===== src/rtl/rv32i_types.sv =====
// Shared types and constants for the RV32I front end.
package rv32i_types;

    // Fetch controller states
    typedef enum logic [1:0] {
        IDLE    = 2'd0,
        FETCH   = 2'd1,
        FULL    = 2'd2,
        DISCARD = 2'd3
    } fetch_state_t;

    // Address of the first instruction fetched after reset
    localparam logic [31:0] RESET_PC_DEFAULT = 32'h4000_0060;

endpackage


===== src/rtl/fetch_stage.sv =====
// Instruction fetch stage: issues one word request at a time to instruction
// memory, presents fetched words to decode through an output slot backed by
// a one-entry skid buffer, and handles redirects, including redirects that
// arrive while a request is still in flight.
module fetch_stage
    import rv32i_types::*;
#(
    parameter logic [31:0] RESET_PC = RESET_PC_DEFAULT
) (
    input  logic        clk,
    input  logic        rst_n,
    output logic        imem_read,
    output logic [31:0] imem_address,
    input  logic [31:0] imem_rdata,
    input  logic        imem_resp,
    input  logic        redirect,
    input  logic [31:0] redirect_pc,
    input  logic        stall,
    output logic        if_valid,
    output logic [31:0] if_pc,
    output logic [31:0] if_instr
);

    fetch_state_t state_q, state_d;
    logic [31:0]  fetch_pc_q, fetch_pc_d;     // in-flight address while in DISCARD
    logic [31:0]  target_q, target_d;         // pending redirect target in DISCARD
    logic         slot_valid_q, slot_valid_d;
    logic [31:0]  slot_pc_q, slot_pc_d;
    logic [31:0]  slot_instr_q, slot_instr_d;
    logic         buf_valid_q, buf_valid_d;
    logic [31:0]  buf_pc_q, buf_pc_d;
    logic [31:0]  buf_instr_q, buf_instr_d;
    logic         consume;
    logic         resp_take;

    // Request is held on the fetch register until memory completes it
    assign imem_read    = (state_q == FETCH) || (state_q == DISCARD);
    assign imem_address = fetch_pc_q;
    assign if_valid     = slot_valid_q;
    assign if_pc        = slot_pc_q;
    assign if_instr     = slot_instr_q;

    // Next-state, slot/buffer steering and redirect handling
    always_comb begin
        state_d      = state_q;
        fetch_pc_d   = fetch_pc_q;
        target_d     = target_q;
        slot_valid_d = slot_valid_q;
        slot_pc_d    = slot_pc_q;
        slot_instr_d = slot_instr_q;
        buf_valid_d  = buf_valid_q;
        buf_pc_d     = buf_pc_q;
        buf_instr_d  = buf_instr_q;

        consume   = slot_valid_q && !stall;
        resp_take = (state_q == FETCH) && imem_resp && !redirect;

        if (resp_take) begin
            fetch_pc_d = fetch_pc_q + 32'd4;
        end

        // Buffer refills the slot ahead of a new response to keep order
        if (consume) begin
            if (buf_valid_q) begin
                slot_pc_d    = buf_pc_q;
                slot_instr_d = buf_instr_q;
                buf_valid_d  = 1'b0;
                if (resp_take) begin
                    buf_valid_d = 1'b1;
                    buf_pc_d    = fetch_pc_q;
                    buf_instr_d = imem_rdata;
                end
            end else if (resp_take) begin
                slot_pc_d    = fetch_pc_q;
                slot_instr_d = imem_rdata;
            end else begin
                slot_valid_d = 1'b0;
            end
        end else if (resp_take) begin
            if (!slot_valid_q) begin
                slot_valid_d = 1'b1;
                slot_pc_d    = fetch_pc_q;
                slot_instr_d = imem_rdata;
            end else begin
                buf_valid_d = 1'b1;
                buf_pc_d    = fetch_pc_q;
                buf_instr_d = imem_rdata;
            end
        end

        case (state_q)
            IDLE:    state_d = FETCH;
            FETCH:   if (buf_valid_d) state_d = FULL;
            FULL:    if (!buf_valid_d) state_d = FETCH;
            DISCARD: begin
                // Stale response is dropped; resume at the saved target
                if (imem_resp) begin
                    state_d    = FETCH;
                    fetch_pc_d = target_q;
                end
            end
            default: state_d = IDLE;
        endcase

        // A redirect flushes everything; an outstanding request must still
        // be waited out before the new target can be issued
        if (redirect) begin
            slot_valid_d = 1'b0;
            buf_valid_d  = 1'b0;
            if ((state_q == FETCH || state_q == DISCARD) && !imem_resp) begin
                state_d  = DISCARD;
                target_d = redirect_pc;
            end else begin
                state_d    = FETCH;
                fetch_pc_d = redirect_pc;
            end
        end
    end

    // State and datapath registers with asynchronous reset
    always_ff @(posedge clk or negedge rst_n) begin
        if (!rst_n) begin
            state_q      <= IDLE;
            fetch_pc_q   <= RESET_PC;
            target_q     <= RESET_PC;
            slot_valid_q <= 1'b0;
            slot_pc_q    <= 32'd0;
            slot_instr_q <= 32'd0;
            buf_valid_q  <= 1'b0;
            buf_pc_q     <= 32'd0;
            buf_instr_q  <= 32'd0;
        end else begin
            state_q      <= state_d;
            fetch_pc_q   <= fetch_pc_d;
            target_q     <= target_d;
            slot_valid_q <= slot_valid_d;
            slot_pc_q    <= slot_pc_d;
            slot_instr_q <= slot_instr_d;
            buf_valid_q  <= buf_valid_d;
            buf_pc_q     <= buf_pc_d;
            buf_instr_q  <= buf_instr_d;
        end
    end

endmodule


===== config.mk =====
export PLATFORM = sky130hd
export DESIGN_NAME = fetch_stage
export DESIGN_NICKNAME = d
export VERILOG_FILES = /design/src/rtl/rv32i_types.sv /design/src/rtl/fetch_stage.sv
export SDC_FILE = /design/constraint.sdc
export NUM_CORES = 1
export LEC_CHECK = 0
export CORE_MARGIN = 2
export CORE_UTILIZATION = 49
export CTS_BUF_LIST = sky130_fd_sc_hd__clkbuf_8
export CTS_CLUSTER_DIAMETER = 200
export CTS_CLUSTER_SIZE = 24
export DETAILED_ROUTE_END_ITERATION = 8
export GPL_TIMING_DRIVEN = 0
export HOLD_SLACK_MARGIN = 0.03
export PLACE_DENSITY = 0.79
export SLEW_MARGIN = 20
export SYNTH_ARGS = -nofsm -noshare
export SYNTH_HDL_FRONTEND = slang
export SYNTH_SLANG_ARGS = --single-unit

===== constraint.sdc =====
create_clock -name clk -period 2 [get_ports clk]
set_input_delay 0.6 -clock clk [delete_from_list [all_inputs] [get_ports clk]]
set_output_delay 0.6 -clock clk [all_outputs]
set_load 0.02 [all_outputs]

* Word-level counts from Yosys, hierarchy flattened
Cells that the tools add are included.
W data, S select, Z words.
** Word-level totals
- Bits in registers :: 196
- Input port bits :: 69
- Output and inout port bits :: 98
** Cells by class
- Add/subtract/negate cells :: 1
- Equality and inequality tests :: 10
- Multiplexer cells :: 40
- Reductions and logical operators :: 18
** Operator list (number)
- $mux W32 :: 23
- $add A32 B3 Y32 const B :: 1
- $ne A3 B3 Y1 const B :: 4
- $reduce_and A3 Y1 :: 4
- $mux W1 :: 11
- $mux W2 :: 5
- $pmux W2 S4 :: 1
- $reduce_bool A2 Y1 :: 3
- $eq A2 B2 Y1 const B :: 2
- $logic_and A1 B1 Y1 :: 4
- $logic_not A1 Y1 :: 3
- $ne A3 B2 Y1 const B :: 1
- $reduce_bool A3 Y1 :: 1
- $eq A2 B1 Y1 const B :: 1
- $logic_not A2 Y1 :: 1
- $ne A2 B1 Y1 const B :: 1
- $ne A2 B2 Y1 const B :: 1
- $reduce_and A2 Y1 :: 1
- $logic_or A1 B1 Y1 :: 1

* Logic depth before layout (Yosys ltp)
Gate-level depths: netlist of the first run.
- Word-level depth :: 9
- Mapped depth :: 8
- Depth with buffers taken out :: 5

* Worst setup path before layout of the first run
OpenSTA, ideal clock, no wires.
- Kind :: input port to flip-flop
- Start point :: in redirect
- End point :: reg buf_instr_q[10]
- Library setup time :: 0.125 ns
- Data arrival time :: 2.016 ns
- Slack :: -0.140 ns
- Stages :: 5
- Cell sequence :: clkbuf_1 > nand4bb_1 > nor2_1 > buf_2 > mux2_2
** On the way
- Longest elaborated chain between the ends :: 3
** Ends and longest elaborated chain
- start, declared :: line fetch_stage.sv:16 : input logic redirect,
- $logic_not A1 Y1 :: line fetch_stage.sv:56 : resp_take = (state_q == FETCH) && imem_resp && !redirect;
- $logic_and A1 B1 Y1 :: line fetch_stage.sv:56
- $reduce_and A3 Y1 (no source line)
- end signal, assigned :: line fetch_stage.sv:141 : buf_instr_q <= buf_instr_d;
- end, declared :: line fetch_stage.sv:32 : logic [31:0] buf_instr_q, buf_instr_d;
No other way between the ends.
A chain may end at the register's enable or synchronous reset.

* Final worst setup path of the first run
- Start point :: reg state_q[1]
- End point :: reg fetch_pc_q[23] (netlist: imem_address[23])
** On the way
- Longest elaborated chain between the ends :: 8
** Ends and longest elaborated chain
- start, declared :: line fetch_stage.sv:24 : fetch_state_t state_q, state_d;
- start signal, assigned :: line fetch_stage.sv:133 : state_q <= state_d;
- $eq A2 B1 Y1 :: line fetch_stage.sv:56, fetch_stage.sv:110
- $logic_and A1 B1 Y1 (2 in a row) :: line fetch_stage.sv:56
- $mux W32 :: line fetch_stage.sv:58 : if (resp_take) begin
- $mux W32 :: line fetch_stage.sv:97 : if (imem_resp) begin
- $mux W32 :: line fetch_stage.sv:91 : case (state_q)
- $mux W32 :: line fetch_stage.sv:110 : if ((state_q == FETCH || state_q == DISCARD) && !imem_resp) begin
- $mux W32 (*) :: line fetch_stage.sv:107 : if (redirect) begin
- net fetch_pc_d[23] :: line fetch_stage.sv:25 : logic [31:0] fetch_pc_q, fetch_pc_d;
- end signal, assigned :: line fetch_stage.sv:134 : fetch_pc_q <= fetch_pc_d;
- end, declared :: line fetch_stage.sv:25
The timed path passes the listed nets; every way through them passes the cells marked *.

==> results.tsv, run 1 <==
stage	metric	value	unit
drt	via_count	6751	
die	coreArea	0.0178	mm2
clock_network	root_buffer	clkbuf_8	
timing	finalCriticalPeriod	1.97	ns
yosys	synth_area_leader_cell	dfrtp_1	
yosys	synth_ff_type	dfrtp_1	
grt	antenna_found_initial	0	
grt	grt_pass1_vias	6815	
clock_network	clock_sinks	196	
yosys	netlist_area	0.00887	mm2
yosys	synth_top_family_by_area	multiplexers	
clock_network	htreeDepth	4	
place	gp_congestion	0.890	
min_path	hp-class	in -> async	
drt	wl_per_cell	18.4	um
timing	grt_setup_unrepaired	yes	
power	power_density	992	mW/mm2
layout	fillers	1454	
clock_network	insertion_delay	0.47	ns
grt	grt_first_pass_wirelength	35.9	mm
yosys	yosysTopAreaCellShare	53.6	%
yosys	synth-compound-area-share	8.82	%
setup_path	cp.arrival	2.38	ns
timing	finalSetupViolCount	0	
setup_path	cp_max_fo	9	
place	io_buffers	165	
timing	fmax	0.507	GHz
yosys	yosys_warnings	0	
layout	multi_input_area	0.00379	mm2
drt	drt-initial-drc-count	448	
timing	final_max_slew_viol_count	0	
grt	grt.overflow.total	0	
clock_network	numCtsBuffers	17	
die	start_util	49.7	%
yosys	synth_xor_area_share	2.17	%
grt	grt_max_degree	87	
power	power	11400	uW
die	io_pins	167	
yosys	yosysSeqAreaShare	55.4	%
yosys	muxShareOfSynthArea	20.8	%
timing	timing.final.crit_share	98.6	%
power	p_leak	0.00558	uW
drt	dr.pass1.iters	6	
drt	drt-total-wl	22.1	mm
layout	syn2layout_area_growth	29.1	%
die	dieWidth	139	um
layout	n_antenna_cell	0	
yosys	synthSimpleGateAreaFrac	9.96	%
die	die_area	0.0192	mm2
clock_network	hold_buffers	0	
drt	antenna_left	0	
yosys	async_flop_share	100	%
setup_path	cp-start-kind	register	
yosys	netlist_instances	767	
timing	worst_slew_pin_slew	0.831	ns
yosys	yosysMostFrequentCell	dfrtp_1	
place	dp_hpwl	15.5	mm
setup_path	reg2reg_depth	6	
drt	routed_via_density	5.61	
power	ir_drop	0.000449	V
yosys	synth_cell_types	51	
clock_network	cts_tree	yes	
yosys	synth_common_cells	190 x dfrtp_1, 97 x mux2_2, 96 x nand2_1	
setup_path	timing.rr.end	imem_address[23]	
timing	skew	0.0150	ns
timing	hold_viol	0	
yosys	synth.avg_cell_area	11.6	um2
layout	final_layout_size_suffix_gt1_share	22.9	%
clock_network	clock_path_buffers	2	
setup_path	endpoint_kind	register	
job	drv_cap	0	
yosys	synth_edf_count	0	
yosys	synth_area_leaders	dfrtp_1 54%, mux2_2 12%, mux2i_1 8.4%, o21ai_0 5.2%, nand2_1 4.1%	
timing	holdWs	0.0285	ns
setup_path	criticalPathCategory	reg -> reg	
status	outcome	finished, final reports clean	
layout	final-seq-area	0.00493	mm2
drt	drc	0	
grt	track_usage	23.4	%
clock_network	clk_pin_slew	0.10	ns
timing	slew_headroom	44.6	%
setup_path	r2r_setup_slack	0.03	ns
die	fp.dieH	139	um
yosys	syn_nets	837	
layout	fin_nets	1031	
setup_path	r2r-start	state_q[1]	
yosys	ys_ff_latch	196	
yosys	synthAdderAreaFrac	0.141	%
setup_path	crit_required	2.40	ns
die	rows	49	
==> worst max-delay path: stages, from the launching register on <==
cell,delay (ns)
dfrtp_1,0.38
buf_6,0.13
and4bb_4,0.36
nand4_4,0.15
or4_4,0.46
mux2_4,0.32
a21oi_2,0.11
==> metrics by stage <==
| stage | setup TNS (ns) | utilization [%] | setup WS, ns | area [um2] | std cells |
|---|---|---|---|---|---|
| CTS | 0 | 63.9 | 0.0000466 | 11400 | 1201 |
| global placement | -1669.27 | 60.7 | -7.83 | 10800 | 1161 |
| global route | -0.00310 | 64.2 | -0.00310 | 11400 | 1203 |
| detailed placement | -161.52 | 61.1 | -1.16 | 10900 | 1163 |
| finish | 0 | 64.2 | 0.0273 | 11400 | 1203 |
| floorplan | -0.558 | - | -0.0538 | 8900 | 767 |
==> report_power, final <==
| group | internal (uW) | switching, uW | total (uW) |
|---|---|---|---|
| sequential | 4890 | 642 | 5540 |
| combinational | 1320 | 1540 | 2870 |
| clock | 1550 | 1400 | 2960 |
| total | 7770 | 3590 | 11400 |
==> metal layers <==
layer	global-route usage [%]	wire length [um]	up-vias	share of wire (%)
li1	-	-	3114	-
met5	0	0	-	0
met4	8.11	510	0	2.3
met1	32.3	9930	3319	45
met3	4.64	1350	44	6.1
met2	37.2	10300	274	47
==> final cells by class <==
| class | count | share of cell area [%] |
|---|---|---|
| multi-input cells | 515 | 33.1 |
| clock buffers | 19 | 2.28 |
| flip-flops and latches | 196 | 43.1 |
| plain buffers | 49 | 2.61 |
| clock inverters | 13 | 1.79 |
| repair buffers | 178 | 14.5 |
| inverters | 4 | 0.131 |
| well taps | 229 | 2.50 |
==> cell usage in the layout, fill, tap and decap left out, drive strengths merged, types with 2 or more instances in the layout <==
| cell | netlist | routed |
|---|---|---|
| dfrtp | 190 | 190 |
| mux2 | 98 | 98 |
| nand2 | 96 | 96 |
| dlygate4sd2 | 0 | 93 |
| o21ai | 92 | 92 |
| mux2i | 74 | 74 |
| clkdlybuf4s50 | 0 | 65 |
| clkbuf | 26 | 47 |
| buf | 26 | 39 |
| a21oi | 21 | 21 |
| xor2 | 17 | 17 |
| nand4 | 15 | 15 |
| nor2 | 14 | 14 |
| nor3 | 10 | 10 |
| a22oi | 9 | 9 |
| and3 | 9 | 9 |
| nand3 | 9 | 9 |
| and2 | 7 | 7 |
| inv | 4 | 7 |
| o22ai | 6 | 6 |
| dfstp | 6 | 6 |
| and4 | 6 | 6 |
| xnor2 | 5 | 5 |
| bufinv | 0 | 5 |
| clkinv | 0 | 4 |
| a31oi | 3 | 3 |
| nor4 | 2 | 2 |
| a32o | 2 | 2 |
| or4 | 2 | 2 |
| clkdlybuf4s15 | 0 | 2 |
==> how the worst max path moves through the flow <==
stage	from	end	slack (ns)	depth (start not counted)
finish	state_q[1]	imem_address[23]	0.03	6
global route	state_q[1]	imem_address[23]	-0.003	6
CTS	state_q[0]	target_q[3]	0.00005	5
detailed placement	redirect	if_pc[28]	-1.16	9
global placement	rst_n	target_q[8]	-7.83	1
floorplan	imem_address[5]	imem_address[23]	-0.05	6
==> state kept, by name, summed over array words and instances, names as in the netlist, 2 cells and up <==
| name | cells |
|---|---|
| if_pc | 32 |
| buf_instr_q | 32 |
| imem_address | 32 |
| state_q | 2 |
| target_q | 32 |
| buf_pc_q | 32 |
| if_instr | 32 |
==> cell families after synthesis <==
kind of cell / after synthesis
flip-flops: 196
AND/OR/NAND/NOR: 179
buffers and inverters: 56
adder cells (fa/ha/maj): 1
multiplexers: 172
AO/OA/AOI/OAI: 141
XOR/XNOR: 22
==> repair_timing <==
action / 4_1_cts / 5_1_grt
setup buffers: 8 / 3
endpoints found under the setup margin: 288 / 56
resized for setup: 160 / 23
pin swaps: 5 / 1
Power figures use the tool's default switching activity.
==> run 2: changes to the inputs <==
--- a/config.mk
+++ b/config.mk
@@ -5,16 +5,18 @@
 export SDC_FILE = /design/constraint.sdc
 export NUM_CORES = 1
 export LEC_CHECK = 0
+export ABC_CLOCK_PERIOD_IN_PS = 2290
 export CORE_MARGIN = 2
-export CORE_UTILIZATION = 49
+export CORE_UTILIZATION = 58
 export CTS_BUF_LIST = sky130_fd_sc_hd__clkbuf_8
 export CTS_CLUSTER_DIAMETER = 200
 export CTS_CLUSTER_SIZE = 24
 export DETAILED_ROUTE_END_ITERATION = 8
 export GPL_TIMING_DRIVEN = 0
 export HOLD_SLACK_MARGIN = 0.03
-export PLACE_DENSITY = 0.79
+export PLACE_DENSITY = 0.88
 export SLEW_MARGIN = 20
 export SYNTH_ARGS = -nofsm -noshare
 export SYNTH_HDL_FRONTEND = slang
 export SYNTH_SLANG_ARGS = --single-unit
+export TNS_END_PERCENT = 100
==> constraint.sdc (replaced) <==
create_clock -name clk -period 2.29 [get_ports clk]
set_input_delay 0.687 -clock clk [delete_from_list [all_inputs] [get_ports clk]]
set_output_delay 0.687 -clock clk [all_outputs]
set_load 0.02 [all_outputs]
==> results.tsv, run 2 (synthesis gave the netlist of run 1 again) <==
stage	metric	value	unit
grt	grt.overflow.total	0	
min_path	hp-class	in -> async	
power	ir_drop	0.000388	V
job	drv_cap	0	
layout	fin_nets	1026	
timing	skew	0.00906	ns
drt	drt-total-wl	21.3	mm
clock_network	insertion_delay	0.46	ns
power	p_leak	0.00539	uW
die	rows	45	
die	io_pins	167	
clock_network	clock_path_buffers	2	
place	io_buffers	165	
layout	layout_commonest_cell	dfrtp_1	
power	power_density	861	mW/mm2
clock_network	hold_buffers	0	
die	fp.dieH	128	um
setup_path	max_stage_delay	0.64	ns
layout	n_antenna_cell	0	
grt	grt_first_pass_wirelength	34.1	mm
setup_path	criticalPathCategory	reg -> out	
clock_network	htreeDepth	4	
drt	routed_via_density	5.81	
setup_path	worst-path-buf-inv	1	
setup_path	cp-start-kind	register	
setup_path	cp_slowest_cell	clkdlybuf4s50_1	
timing	worst_slew_pin_slew	0.769	ns
place	gp_congestion	0.922	
status	outcome	finished, final reports clean	
drt	antenna_left	0	
setup_path	cp_top_family	buffers and inverters	
drt	via_count	6721	
die	die_area	0.0163	mm2
timing	slew_headroom	48.7	%
clock_network	clk_pin_slew	0.09	ns
timing	hold_viol	0	
drt	wl_per_cell	18.4	um
drt	dr.pass1.iters	5	
timing	final_max_slew_viol_count	0	
place	dp_hpwl	15.4	mm
grt	track_usage	26.7	%
die	start_util	58.8	%
timing	setup_ws	0.0182	ns
timing	fin_tns_setup	0	ns
clock_network	root_buffer	clkbuf_8	
timing	finalSetupViolCount	0	
layout	final_layout_size_suffix_gt1_share	19.5	%
timing	grt_setup_unrepaired	no	
die	dieWidth	128	um
clock_network	cts_tree	yes	
grt	grt_pass1_vias	6728	
timing	timing.final.crit_share	99.2	%
layout	layout_common_cells	181 x dfrtp_1, 139 x clkdlybuf4s50_1, 97 x mux2_2, 96 x nand2_1, 92 x o21ai_0	
setup_path	cp.arrival	1.58	ns
layout	syn2layout_area_growth	27.3	%
timing	finalCriticalPeriod	2.27	ns
setup_path	cp_max_fo	9	
timing	fmax	0.440	GHz
die	coreArea	0.0151	mm2
grt	grt_max_degree	93	
setup_path	path_cells	clkdlybuf4s50_1	
place	pre_cts_ws	-1.03	ns
layout	final_util	74.8	%
timing	holdWs	0.0919	ns
layout	fillers	1053	
setup_path	endpoint_kind	output port	
setup_path	crit_required	1.60	ns
drt	drt-initial-drc-count	451	
clock_network	numCtsBuffers	17	
grt	antenna_found_initial	0	
drt	drc	0	
clock_network	clock_sinks	196	
==> run 2: cell types whose count changed in the layout (fill, tap and decap cells not counted), moves of 4 or more <==
cell             previous run  this run
clkbuf_1                   12        16
dlymetal6s2s_1              0         8
bufinv_16                   5         1
dlygate4sd2_1              93        17
dfrtp_2                    17         9
clkdlybuf4s50_1            65       139
dfrtp_1                   173       181
buf_4                      20         4
==> run 2: path summary, 6_finish.rpt <==
path,start,slack [ns],endpoint,cells after the start
max,imem_address[16],0.02,imem_address[16],1
min in group clk,if_pc[26],0.48,if_pc[26],2
max in group asynchronous,rst_n,1.09,target_q[30],3
min,rst_n,0.09,if_instr[24],1
min reg2reg,if_pc[26],0.48,if_pc[26],2
max reg2reg,imem_address[6],0.08,imem_address[23],6
==> run 2: where the power goes <==
part | switching [uW] | total [uW] | internal (uW)
clock network | 1170 | 2160 | 993
logic | 1340 | 2710 | 1370
registers | 575 | 4840 | 4270
total | 3090 | 9720 | 6630
==> run 2: final cells by class <==
cell class | count | area (um2) | share of cell area [%]
Sequential cell | 196 | 4920 | 43.6
Timing Repair Buffer | 170 | 1730 | 15.4
Clock inverter | 10 | 82.6 | 0.732
Multi-Input combinational cell | 515 | 3740 | 33.2
Clock buffer | 22 | 303 | 2.68
Tap cell | 188 | 235 | 2.08
Inverter | 4 | 15.0 | 0.133
Buffer | 52 | 251 | 2.23
==> run 2: metal layers <==
metal  GRT usage, %  wire length, um  vias to the layer above
li1               -                -                     3109
met1           36.1             9180                     3336
met2           44.2            10600                      240
met3           4.27             1140                       36
met4           9.24              465                        0
met5              0                0                        -
==> run 2: repair_timing <==
action / in CTS / in global routing
endpoints found under the setup margin: 174 / 92
buffers inserted: 1 / 2
pin swaps: 1 / 0
gates resized for setup: 36 / 32
==> run 2: per-stage QoR <==
step	instances	power (uW)	cell area, um2
6_report	1157	9720	11300
3_3_place_gp	1120	7490	10800
2_1_floorplan	767	6230	8870
4_1_cts	1155	9720	11200
3_5_place_dp	1122	7630	10800
5_1_grt	1157	10200	11300
==> run 3: changes to the inputs <==
--- a/config.mk
+++ b/config.mk
@@ -15,7 +15,7 @@
 export GPL_TIMING_DRIVEN = 0
 export HOLD_SLACK_MARGIN = 0.03
 export PLACE_DENSITY = 0.88
-export SLEW_MARGIN = 20
+export SETUP_SLACK_MARGIN = 0.5
 export SYNTH_ARGS = -nofsm -noshare
 export SYNTH_HDL_FRONTEND = slang
 export SYNTH_SLANG_ARGS = --single-unit
==> results.tsv, run 3 (synthesis gave the netlist of run 1 again) <==
stage	metric	value	unit
die	fp.dieH	128	um
min_path	hp-class	in -> async	
timing	worst_slew_pin_slew	0.695	ns
power	clock_power_share	21.5	%
power	power.share.combinational	32.9	%
die	coreArea	0.0151	mm2
layout	n_antenna_cell	0	
layout	instances_no_fill	1241	
layout	final_layout_size_suffix_gt1_share	45.3	%
place	dpl_cell_area	0.0112	mm2
timing	slew_headroom	53.7	%
drt	wl_per_cell	24.6	um
place	gp_congestion	0.894	
grt	track_usage	31.9	%
setup_path	criticalPathCategory	reg -> reg	
setup_path	cp.arrival	2.51	ns
timing	finalSetupViolCount	0	
timing	fmax	0.475	GHz
drt	drt-initial-drc-count	978	
status	outcome	finished, final reports clean	
setup_path	cp_slowest_cell	dfrtp_2	
drt	drc	0	
grt	antenna_found_initial	0	
die	dieWidth	128	um
layout	multi_input_area	0.00435	mm2
setup_path	cp-start-kind	register	
layout	syn2layout_area_growth	42.7	%
setup_path	path_cells	and4_1 -> nand4_4 -> or4_4 -> mux2_4 -> a21oi_4	
drt	antenna_left	0	
grt	grt_max_degree	106	
layout	fillers	764	
timing	finalCriticalPeriod	2.11	ns
die	die_area	0.0163	mm2
power	power_density	847	mW/mm2
power	ir_drop	0.000436	V
drt	drt-total-wl	30.6	mm
power	power.switching	3750	uW
power	sw_frac_of_total	35.0	%
clock_network	hold_buffers	0	
clock_network	htreeDepth	4	
setup_path	cp_max_fo	5	
setup_path	max_stage_delay	0.46	ns
power	power_frac_seq	45.6	%
clock_network	clk_pin_slew	0.10	ns
place	dpl.cell_count	1121	
clock_network	insertion_delay	0.49	ns
layout	final-seq-area	0.00494	mm2
grt	grt.overflow.total	0	
drt	routed_via_density	6.54	
grt	grt_first_pass_wirelength	40.3	mm
drt	via_count	8112	
clock_network	root_buffer	clkbuf_8	
timing	skew	0.0138	ns
job	drv_cap	0	
timing	grt_setup_unrepaired	yes	
setup_path	endpoint_kind	register	
power	p_int	6970	uW
setup_path	r2r_setup_slack	0.18	ns
timing	final_max_slew_viol_count	0	
layout	layout_commonest_cell	dfrtp_1	
drt	dr.pass1.iters	6	
die	rows	45	
die	start_util	58.8	%
place	dp_hpwl	15.4	mm
setup_path	r2r-start	imem_address[18]	
place	io_buffers	165	
setup_path	timing.rr.end	imem_address[23]	
setup_path	crit_required	2.70	ns
grt	grt_pass1_vias	7440	
die	io_pins	167	
clock_network	clock_path_buffers	2	
setup_path	reg2reg_depth	5	
layout	layout_common_cells	166 x dfrtp_1, 93 x buf_2, 74 x mux2i_1, 73 x buf_4, 72 x nand2_1	
layout	fin_nets	1110	
clock_network	cts_tree	yes	
timing	hold_viol	0	
power	p_leak	0.00618	uW
timing	timing.final.crit_share	92.0	%
clock_network	clock_sinks	196	
layout	stdcell_area	0.0127	mm2
clock_network	numCtsBuffers	17	
run 3: changes by cell type in the layout (fill, tap and decap cells not counted), moves of 69 or more:
cell             delta
buf_2              +80
o21ai_0            -79
buf_4              +69
clkdlybuf4s50_1    -75
run 3: layer usage:
| layer | share of wire, % | track usage, % | vias to the layer above |
|---|---|---|---|
| met1 | 37 | 44.3 | 3899 |
| met2 | 46 | 50.7 | 699 |
| li1 | - | - | 3278 |
| met3 | 10 | 5.32 | 236 |
| met5 | 0 | 0 | - |
| met4 | 6.4 | 13.0 | 0 |
run 3: worst max-delay path by stage:
stage / startpoint / endpoint / slack, ns / depth (start not counted)
global route: state_q[1] / imem_address[23] / 0.19 / 7
finish: imem_address[18] / imem_address[23] / 0.18 / 5
detailed placement: redirect / buf_instr_q[10] / -0.53 / 6
floorplan: imem_resp / imem_address[23] / 0.20 / 6
global placement: rst_n / target_q[26] / -7.48 / 1
CTS: state_q[0] / imem_read / 0.29 / 3
run 3: final cells by class:
class | count | area share (%)
Timing Repair Buffer | 254 | 16.9
Buffer | 52 | 4.49
Inverter | 4 | 0.119
Multi-Input combinational cell | 515 | 34.4
Clock buffer | 19 | 2.07
Clock inverter | 13 | 1.08
Tap cell | 188 | 1.86
Sequential cell | 196 | 39.1
run 3: timing repair:
| item | CTS | global route |
|---|---|---|
| pin swaps | 14 | 53 |
| setup endpoints to repair | 288 | 182 |
| cloned | 2 | 9 |
| gates resized for setup | 472 | 160 |
| buffers inserted | 53 | 24 |
run 3: worst max-delay path: cells and delay by family (launching register included):
family	cells	cell delay, ns
AOI/OAI and AO/OA	1	0.13
and+or+nand+nor	3	1.10
muxes	1	0.33
DFF	1	0.46
run 3: power by group through the flow:
stage	clock [uW]	combinational, uW	sequential, uW
final	2310	3530	4890
after global routing	2450	3680	4950
after CTS	2270	3050	4760
after detailed placement	0	2990	4930
after global placement	0	2910	4880
after floorplan	0	1260	5240
run 3: metrics by stage:
stage               setup TNS (ns)  util (%)  hold slack (ns)  setup WS [ns]  total power (uW)
floorplan                        0         -            0.391          0.202              6500
global route                     0      83.9            0.241          0.189             11100
CTS                              0      78.2            0.221          0.291             10100
global placement          -1502.88      74.3            0.465          -7.48              7790
detailed placement          -55.41      74.6            0.473         -0.532              7920
finish                           0      83.9            0.198          0.184             10700
